`config.mk`:
```
export PLATFORM = sky130hd
export DESIGN_NAME = armleocpu_memaccess
export DESIGN_NICKNAME = d
export VERILOG_FILES = /design/src/rtl/armleocpu_memaccess.sv
export SDC_FILE = /design/constraint.sdc
export NUM_CORES = 1
export LEC_CHECK = 0
export CAP_MARGIN = 20
export CELL_PAD_IN_SITES_DETAIL_PLACEMENT = 2
export CELL_PAD_IN_SITES_GLOBAL_PLACEMENT = 2
export CORE_MARGIN = 4
export CORE_UTILIZATION = 25
export CTS_CLUSTER_DIAMETER = 50
export CTS_CLUSTER_SIZE = 8
export DETAILED_ROUTE_END_ITERATION = 12
export PLACE_DENSITY = 0.94
export SLEW_MARGIN = 10
export SYNTH_ARGS = -nofsm -noshare
export SYNTH_HDL_FRONTEND = slang
export SYNTH_SLANG_ARGS = --single-unit
export TNS_END_PERCENT = 1
```
`constraint.sdc`:
```
create_clock -name clk -period 6.14 [get_ports clk]
set_clock_uncertainty 0.1 [all_clocks]
set_input_delay 0.921 -clock clk [delete_from_list [all_inputs] [get_ports clk]]
set_output_delay 0.921 -clock clk [all_outputs]
set_load 0.02 [all_outputs]
```
`src/rtl/armleocpu_memaccess.sv`:
```
// Load/store access stage: validates a request, runs one word-aligned bus transaction, formats the response.
// Optional store path: define ARMLEOCPU_MEMACCESS_STORE_EN; when undefined, every store is reported as an unknown type.
module armleocpu_memaccess #(
  parameter int TIMEOUT_CYCLES = 255
) (
  input  logic        clk,
  input  logic        rst,
  input  logic        req_valid,
  output logic        req_ready,
  input  logic [31:0] req_addr,
  input  logic        req_write,
  input  logic [2:0]  req_type,
  input  logic [31:0] req_wdata,
  output logic        resp_valid,
  output logic [31:0] resp_data,
  output logic        resp_missaligned,
  output logic        resp_unknowntype,
  output logic        resp_accessfault,
  output logic        bus_valid,
  input  logic        bus_ready,
  output logic [31:0] bus_addr,
  output logic        bus_write,
  output logic [31:0] bus_wdata,
  output logic [3:0]  bus_wstrb,
  input  logic        bus_rvalid,
  input  logic [31:0] bus_rdata,
  input  logic        bus_rerr
);

  localparam logic [2:0] LOAD_BYTE          = 3'b000;
  localparam logic [2:0] LOAD_HALF          = 3'b001;
  localparam logic [2:0] LOAD_WORD          = 3'b010;
  localparam logic [2:0] LOAD_BYTE_UNSIGNED = 3'b100;
  localparam logic [2:0] LOAD_HALF_UNSIGNED = 3'b101;
`ifdef ARMLEOCPU_MEMACCESS_STORE_EN
  localparam logic [2:0] STORE_BYTE         = 3'b000;
  localparam logic [2:0] STORE_HALF         = 3'b001;
  localparam logic [2:0] STORE_WORD         = 3'b010;
`endif

  localparam bit          TIMEOUT_EN   = (TIMEOUT_CYCLES != 0);
  localparam logic [15:0] TIMEOUT_LAST = 16'(TIMEOUT_CYCLES - 1);

  typedef enum logic [1:0] {S_IDLE, S_REQ, S_WAIT, S_RESP} state_t;

  state_t      r_state;
  state_t      w_state_next;
  logic [31:0] r_addr;
  logic        r_write;
  logic [2:0]  r_type;
  logic [15:0] r_counter;
  logic [31:0] r_resp_data;
  logic        r_resp_missaligned;
  logic        r_resp_unknowntype;
  logic        r_resp_accessfault;

  logic        w_type_ok;
  logic        w_misaligned;
  logic        w_timeout;
  logic [31:0] w_shifted;
  logic [31:0] w_load_data;
  logic [31:0] w_bus_wdata;
  logic [3:0]  w_bus_wstrb;

  always_comb begin
    w_type_ok    = 1'b0;
    w_misaligned = 1'b0;
    if (req_write) begin
`ifdef ARMLEOCPU_MEMACCESS_STORE_EN
      case (req_type)
        STORE_BYTE: w_type_ok = 1'b1;
        STORE_HALF: begin
          w_type_ok    = 1'b1;
          w_misaligned = req_addr[0];
        end
        STORE_WORD: begin
          w_type_ok    = 1'b1;
          w_misaligned = |req_addr[1:0];
        end
        default: w_type_ok = 1'b0;
      endcase
`endif
    end else begin
      case (req_type)
        LOAD_BYTE, LOAD_BYTE_UNSIGNED: w_type_ok = 1'b1;
        LOAD_HALF, LOAD_HALF_UNSIGNED: begin
          w_type_ok    = 1'b1;
          w_misaligned = req_addr[0];
        end
        LOAD_WORD: begin
          w_type_ok    = 1'b1;
          w_misaligned = |req_addr[1:0];
        end
        default: w_type_ok = 1'b0;
      endcase
    end
  end

  assign w_timeout = TIMEOUT_EN && (r_counter == TIMEOUT_LAST);

  always_comb begin
    w_state_next = r_state;
    case (r_state)
      S_IDLE: if (req_valid) w_state_next = (!w_type_ok || w_misaligned) ? S_RESP : S_REQ;
      S_REQ:  if (bus_ready) w_state_next = S_WAIT;
      S_WAIT: if (bus_rvalid || w_timeout) w_state_next = S_RESP;
      S_RESP: w_state_next = S_IDLE;
      default: w_state_next = S_IDLE;
    endcase
  end

  // Lane select from the latched address, then extend per access type
  assign w_shifted = bus_rdata >> {r_addr[1:0], 3'b000};

  always_comb begin
    w_load_data = w_shifted;
    case (r_type)
      LOAD_BYTE:          w_load_data = {{24{w_shifted[7]}}, w_shifted[7:0]};
      LOAD_BYTE_UNSIGNED: w_load_data = {24'h0, w_shifted[7:0]};
      LOAD_HALF:          w_load_data = {{16{w_shifted[15]}}, w_shifted[15:0]};
      LOAD_HALF_UNSIGNED: w_load_data = {16'h0, w_shifted[15:0]};
      LOAD_WORD:          w_load_data = w_shifted;
      default:            w_load_data = w_shifted;
    endcase
  end

`ifdef ARMLEOCPU_MEMACCESS_STORE_EN
  logic [31:0] r_wdata;

  always_ff @(posedge clk) begin
    if (rst) begin
      r_wdata <= 32'h0;
    end else if (r_state == S_IDLE && req_valid) begin
      r_wdata <= req_wdata;
    end
  end

  always_comb begin
    w_bus_wdata = 32'h0;
    w_bus_wstrb = 4'h0;
    if (r_write) begin
      case (r_type)
        STORE_BYTE: begin
          w_bus_wdata = {4{r_wdata[7:0]}};
          w_bus_wstrb = 4'b0001 << r_addr[1:0];
        end
        STORE_HALF: begin
          w_bus_wdata = {2{r_wdata[15:0]}};
          w_bus_wstrb = 4'b0011 << r_addr[1:0];
        end
        default: begin
          w_bus_wdata = r_wdata;
          w_bus_wstrb = 4'b1111;
        end
      endcase
    end
  end

  assign bus_write = r_write;
`else
  logic w_unused_wdata;
  assign w_unused_wdata = ^req_wdata;
  assign w_bus_wdata    = 32'h0;
  assign w_bus_wstrb    = 4'h0;
  assign bus_write      = 1'b0;
`endif

  always_ff @(posedge clk) begin
    if (rst) begin
      r_state            <= S_IDLE;
      r_addr             <= 32'h0;
      r_write            <= 1'b0;
      r_type             <= 3'h0;
      r_counter          <= 16'h0;
      r_resp_data        <= 32'h0;
      r_resp_missaligned <= 1'b0;
      r_resp_unknowntype <= 1'b0;
      r_resp_accessfault <= 1'b0;
    end else begin
      r_state <= w_state_next;
      case (r_state)
        S_IDLE: if (req_valid) begin
          r_addr             <= req_addr;
          r_write            <= req_write;
          r_type             <= req_type;
          r_resp_data        <= 32'h0;
          r_resp_unknowntype <= !w_type_ok;
          r_resp_missaligned <= w_type_ok && w_misaligned;
          r_resp_accessfault <= 1'b0;
        end
        S_REQ: if (bus_ready) r_counter <= 16'h0;
        S_WAIT: begin
          r_counter <= r_counter + 16'd1;
          // A response arriving on the timeout cycle takes priority over the fault
          if (bus_rvalid) begin
            r_resp_accessfault <= bus_rerr;
            r_resp_data        <= (bus_rerr || r_write) ? 32'h0 : w_load_data;
          end else if (w_timeout) begin
            r_resp_accessfault <= 1'b1;
            r_resp_data        <= 32'h0;
          end
        end
        S_RESP: begin
          r_resp_data        <= 32'h0;
          r_resp_missaligned <= 1'b0;
          r_resp_unknowntype <= 1'b0;
          r_resp_accessfault <= 1'b0;
        end
        default: ;
      endcase
    end
  end

  assign req_ready        = (r_state == S_IDLE) && !rst;
  assign bus_valid        = (r_state == S_REQ);
  assign resp_valid       = (r_state == S_RESP);
  assign bus_addr         = {r_addr[31:2], 2'b00};
  assign bus_wdata        = w_bus_wdata;
  assign bus_wstrb        = w_bus_wstrb;
  assign resp_data        = r_resp_data;
  assign resp_missaligned = r_resp_missaligned;
  assign resp_unknowntype = r_resp_unknowntype;
  assign resp_accessfault = r_resp_accessfault;

endmodule

```
==> results of run 1 <==
==> power by group <==
group          switching [mW]  internal [mW]  total (mW)
registers              0.0646          0.668       0.732
logic                   0.589          0.416        1.01
clock network           0.231          0.320       0.551
==> placed cells by master (no fill, tap or decap), types with 9 or more instances in the layout <==
cell	count
clkdlybuf4s50_1	140
nand2_1	107
dfxtp_1	89
a21oi_1	64
conb_1	39
mux2i_1	18
mux2_2	16
o21ai_0	14
nor2_1	13
nand2b_1	12
inv_1	11
clkbuf_16	9
==> cell families after synthesis <==
group | synth area share, %
flops | 36.7
fa+ha+maj | 1.55
mux | 7.89
buf+inv | 15.1
simple gates | 18.1
xor+xnor | 1.08
other cells | 0.0772
compound gates | 19.5
==> registers in the layout (all words and copies together) (netlist names) <==
| register | cells |
|---|---|
| resp_data | 32 |
| r_counter | 16 |
| r_write | 1 |
| resp_unknowntype | 1 |
| r_type | 3 |
| r_addr | 32 |
| resp_accessfault | 1 |
| resp_missaligned | 1 |
| r_state | 2 |
==> worst paths after layout <==
path	startpoint	to	slack [ns]	cells past startpoint
max reg2reg	r_addr[1]	resp_data[17]	3.21	4
min reg2reg	r_addr[3]	r_addr[3]	0.36	2
max	bus_rvalid	resp_data[17]	3.12	5
min	r_addr[3]	r_addr[3]	0.36	2
==> cell type report <==
class / instances / area [sq um] / share of cell area [%]
Antenna cell: 1 / 2.50 / 0.0392
Clock buffer: 10 / 239 / 3.75
Clock inverter: 4 / 45.0 / 0.706
Inverter: 11 / 41.3 / 0.647
Multi-Input combinational cell: 404 / 2480 / 39.0
Sequential cell: 89 / 1780 / 27.9
Tap cell: 260 / 325 / 5.10
Timing Repair Buffer: 148 / 1460 / 22.9
==> per-stage QoR <==
step	setup slack, ns	power, mW	hold WS [ns]	cell area, sq um
after global placement	2.93	1.72	0.341	6090
after detailed placement	2.81	1.76	0.351	6090
after CTS	3.17	2.32	0.359	6380
after global routing	2.93	2.43	0.379	6380
final	3.12	2.29	0.356	6380
after floorplan	3.52	1.46	0.332	5000
==> per-layer routing <==
metal,share of wire [%],up-vias
met3,6.9,29
li1,-,2064
met5,0.049,-
met2,50,125
met4,2.8,2
met1,41,2164
==> Yosys cell counts (8+ instances only) <==
cell type    n  area share [%]
nand2b_1    12             1.5
dfxtp_1     89              37
a21oi_2      8             1.4
a311oi_2     8             2.5
mux2i_1     18             3.7
nand2_1    107             8.3
or3_1        8             1.0
mux2_2      16             3.7
nor2_1      13             1.0
a21oi_1     64             6.6
o21ai_0     14             1.4
buf_4       71              11
clkbuf_1    21             1.6
a311oi_1     8             1.4
inv_1       11            0.85
==> critical path: stages <==
cell and delay [ns]:
clkdlybuf4s50_1 0.55, nand4bb_1 0.32, a31oi_1 0.26, nand3_1 0.63, a311oi_1 0.47
==> results_dict.tcl, run 1 <==
set metrics [dict create \
    grt_util_met1_pct 16.6 \
    rsz0062_at_grt "no" \
    busiest_layer "met2" \
    powerDensity_mw_per_mm2 359 \
    core-area_sq_mm 0.0189 \
    maxSlewViolCount 0 \
    ctsHoldBuffers 0 \
    io_pins 213 \
    fin_util_pct 33.8 \
    cts_sinks 89 \
    tritoncts "yes" \
    syn_area_sq_mm 0.00485 \
    fin_setup_tns_ns 0 \
    ys_seq_area_share_pct 36.7 \
    fillers 2156 \
    finalCritPeriodShare_pct 49.1 \
    fin_cells 927 \
    die_h_microns 147 \
    drtAntennaViolNets 0 \
    cts-buffers-inserted 9 \
    grtUsageMet2_pct 25.7 \
    htreeDepth 3 \
    yosysWarningCount 0 \
    dp.cells 912 \
    final_net_count 775 \
    layout-drive-gt1-share_pct 9.61 \
    relSlewSlack_pct 26.4 \
    async_flop_share_pct 0 \
    arrival_ns 3.16 \
    synth_edf_count 0 \
    globalRouteTotalUtil_pct 14.9 \
    cp.required_ns 6.28 \
    grt_max_degree 75 \
    synth_flop_cell "dfxtp_1" \
    cts_buffer_depth 2 \
    startpoint_type "primary input" \
    cp_max_fo 16 \
    io_buffers 141 \
    setup_viol 0 \
    area_growth_pct 31.4 \
    maxCapViolations 0 \
    use_met3_pct 5.71 \
    gp_congestion 0.775 \
    min_period_ns 3.02 \
    vdd_drop_max_uv 155 \
    first_iter_violations 150 \
    grt_pass1_wl_microns 25900 \
    path_clk_slew_ns 0.06 \
    tightest_slew_ns 1.10 \
    start_util_pct 25.7 \
    min_path_type "reg -> reg" \
    critPathKind "in -> reg" \
    avgSynthCellArea_sq_um 8.53 \
    fp.dieW_microns 147 \
    rows 50 \
    die-area_sq_mm 0.0217 \
    cts_setup_buffers 0 \
    fmax_mhz 332 \
    drtPass1Iterations 4 \
    insertion_delay_ns 0.35 \
    wl_per_cell_microns 17.7 \
    final_hold_viol_count 0 \
    status "completed" \
    crit_path_end_kind "flip-flop" \
    gr-total-overflow 0 \
    post-dp-hpwl_microns 12300 \
    cts_root_buf "clkbuf_16" \
    dr_total_vias 4384 \
    routed_via_density 4.73 \
    cts_resized 0 \
    drc 0 \
    p_leak_nw 2.21 \
    antenna_found_initial 2 \
    wl_microns 16400 \
    grt_pass1_vias 4614 \
    synth_cell_types 63 \
    syn_inst 569 \
    ys_seq_elements 89 \
]
Power figures use the tool's default switching activity.
==> run 2, diff against run 1 <==
--- a/config.mk
+++ b/config.mk
@@ -9,11 +9,11 @@
 export CELL_PAD_IN_SITES_DETAIL_PLACEMENT = 2
 export CELL_PAD_IN_SITES_GLOBAL_PLACEMENT = 2
 export CORE_MARGIN = 4
-export CORE_UTILIZATION = 25
+export CORE_UTILIZATION = 21
 export CTS_CLUSTER_DIAMETER = 50
 export CTS_CLUSTER_SIZE = 8
 export DETAILED_ROUTE_END_ITERATION = 12
-export PLACE_DENSITY = 0.94
+export PLACE_DENSITY = 0.85
 export SLEW_MARGIN = 10
 export SYNTH_ARGS = -nofsm -noshare
 export SYNTH_HDL_FRONTEND = slang
==> constraint.sdc (replaced) <==
create_clock -name clk -period 2.6 [get_ports clk]
set_clock_uncertainty 0.1 [all_clocks]
set_input_delay 0.39 -clock clk [delete_from_list [all_inputs] [get_ports clk]]
set_output_delay 0.39 -clock clk [all_outputs]
set_load 0.02 [all_outputs]
==> results_dict.tcl, run 2 (synthesized netlist as in run 1, its figures left out) <==
set metrics [dict create \
    maxCapViolations 0 \
    cts-buffers-inserted 9 \
    hold_depth 2 \
    cp_slowest_stage_delay_ns 0.63 \
    grt_pass1_vias 4509 \
    min_path_type "reg -> reg" \
    cts_buffer_depth 2 \
    gp_congestion 0.782 \
    io_buffers 141 \
    gr-total-overflow 0 \
    crit_family "buffers and inverters" \
    hold_start "r_addr[25]" \
    rows 55 \
    fin_cells 969 \
    p_total_mw 5.52 \
    min_period_ns 2.42 \
    io_pins 213 \
    die_h_microns 160 \
    post-route-cell-area_sq_mm 0.00654 \
    endpoint "req_ready" \
    post-dp-hpwl_microns 12800 \
    die-area_sq_mm 0.0256 \
    vdd_drop_max_uv 314 \
    placed_cell_area_sq_mm 0.00624 \
    tritoncts "yes" \
    wl_per_cell_microns 17.2 \
    htreeDepth 3 \
    crit_path_end_kind "output pin" \
    routed_via_density 4.48 \
    path_buf_inv 2 \
    grt_pass1_wl_microns 25700 \
    diodes 0 \
    rsz0062_at_grt "no" \
    finalCritPeriodShare_pct 93.1 \
    crit_chain "inv_1 > ha_2 > nor2b_1 > clkdlybuf4s50_1" \
    arrival_ns 1.93 \
    antenna_found_initial 2 \
    drtPass1Iterations 4 \
    fin_setup_tns_ns 0 \
    cts_root_buf "clkbuf_16" \
    relSlewSlack_pct 38.4 \
    regToRegStartpoint "r_counter[0]" \
    first_iter_violations 175 \
    setup_viol 0 \
    area_growth_pct 34.7 \
    fp.dieW_microns 160 \
    p_leak_nw 2.28 \
    powerDensity_mw_per_mm2 845 \
    drtAntennaViolNets 0 \
    reg2reg_depth 7 \
    path_clk_slew_ns 0.07 \
    maxSlewViolCount 0 \
    fmax_mhz 413 \
    final_hold_viol_count 0 \
    cp_slowest_cell "clkdlybuf4s50_1" \
    layout_common_cells "140 x clkdlybuf4s50_1, 107 x nand2_1, 89 x dfxtp_1" \
    globalRouteTotalUtil_pct 12.6 \
    fillers 2588 \
    r2r_end "resp_data[0]" \
    layout.cells.most_common "clkdlybuf4s50_1" \
    insertion_delay_ns 0.35 \
    drc 0 \
    critPathKind "reg -> out" \
    grt_max_degree 54 \
    worst_slack_ns 0.180 \
    wl_microns 16600 \
    place_ws_ns 0.0287 \
    core-area_sq_mm 0.0227 \
    final_net_count 791 \
    cts_sinks 89 \
    tightest_slew_ns 0.922 \
    rrSetupSlack_ns 0.22 \
    start_util_pct 21.4 \
    dp.cells 953 \
    startpoint_type "flip-flop" \
    cp.required_ns 2.11 \
    dr_total_vias 4343 \
    crit_cells 4 \
    critPathLaunch "r_state[0]" \
    cp_max_fo 8 \
    layout-drive-gt1-share_pct 12.1 \
    status "completed" \
]
-- run 2: cell types whose count changed in the layout (fill, tap and decap cells not counted), sizes merged --
cell / previous run / this run
buf: 8 / 24
clkinv: 3 / 1
clkinvlp: 0 / 2
inv: 11 / 13
bufinv: 1 / 0
clkbuf: 10 / 11
diode: 1 / 0
-- run 2: stage by stage --
stage | hold slack, ns | util (%)
5_1_grt | 0.378 | 28.8
3_3_place_gp | 0.340 | 27.5
4_1_cts | 0.357 | 28.8
3_5_place_dp | 0.351 | 27.5
6_report | 0.355 | 28.8
2_1_floorplan | 0.332 | -
-- run 2: layer usage --
| metal | part of all wire [%] | vias up | global-route usage (%) |
|---|---|---|---|
| li1 | - | 2096 | - |
| met4 | 2.7 | 4 | 5.16 |
| met3 | 5.6 | 28 | 3.56 |
| met5 | 0.16 | - | 0 |
| met2 | 49 | 115 | 21.7 |
| met1 | 43 | 2100 | 14.8 |
-- run 2: timing repair --
item,4_1_cts,5_1_grt
resized for setup,0,2
setup buffers,0,0
hold buffers,0,0
endpoints found under the setup margin,0,5
-- run 2: worst register-to-register path: cells and delay by family, from the launching register on --
| kind | cells | cell delay, ns |
|---|---|---|
| buffers and inverters | 2 | 0.34 |
| and+or+nand+nor | 2 | 0.71 |
| AOI/OAI and AO/OA | 1 | 0.41 |
| adders and majority gates | 1 | 0.16 |
| DFF | 1 | 0.35 |
| muxes | 1 | 0.24 |
-- run 2: layout make-up --
class	count	area [sq um]	area share, %
Clock buffer	11	253	3.86
Timing Repair Buffer	164	1580	24.2
Inverter	11	41.3	0.631
Clock inverter	5	37.5	0.574
Multi-Input combinational cell	404	2490	38.0
Sequential cell	89	1780	27.2
Tap cell	285	357	5.45
-- run 2: report_power, final --
group | switching, mW | internal [mW] | leakage [nW] | total, mW
clock | 0.609 | 0.707 | 0.139 | 1.32
sequential | 0.133 | 1.58 | 0.726 | 1.71
combinational | 1.43 | 1.07 | 1.42 | 2.50
total | 2.17 | 3.36 | 2.28 | 5.52
-- run 2: worst min-delay path by stage --
stage / slack (ns) / end
floorplan: 0.33 / r_write
finish: 0.35 / r_addr[25]
global route: 0.38 / r_addr[3]
global placement: 0.34 / r_addr[18]
CTS: 0.36 / r_addr[25]
detailed placement: 0.35 / r_addr[13]
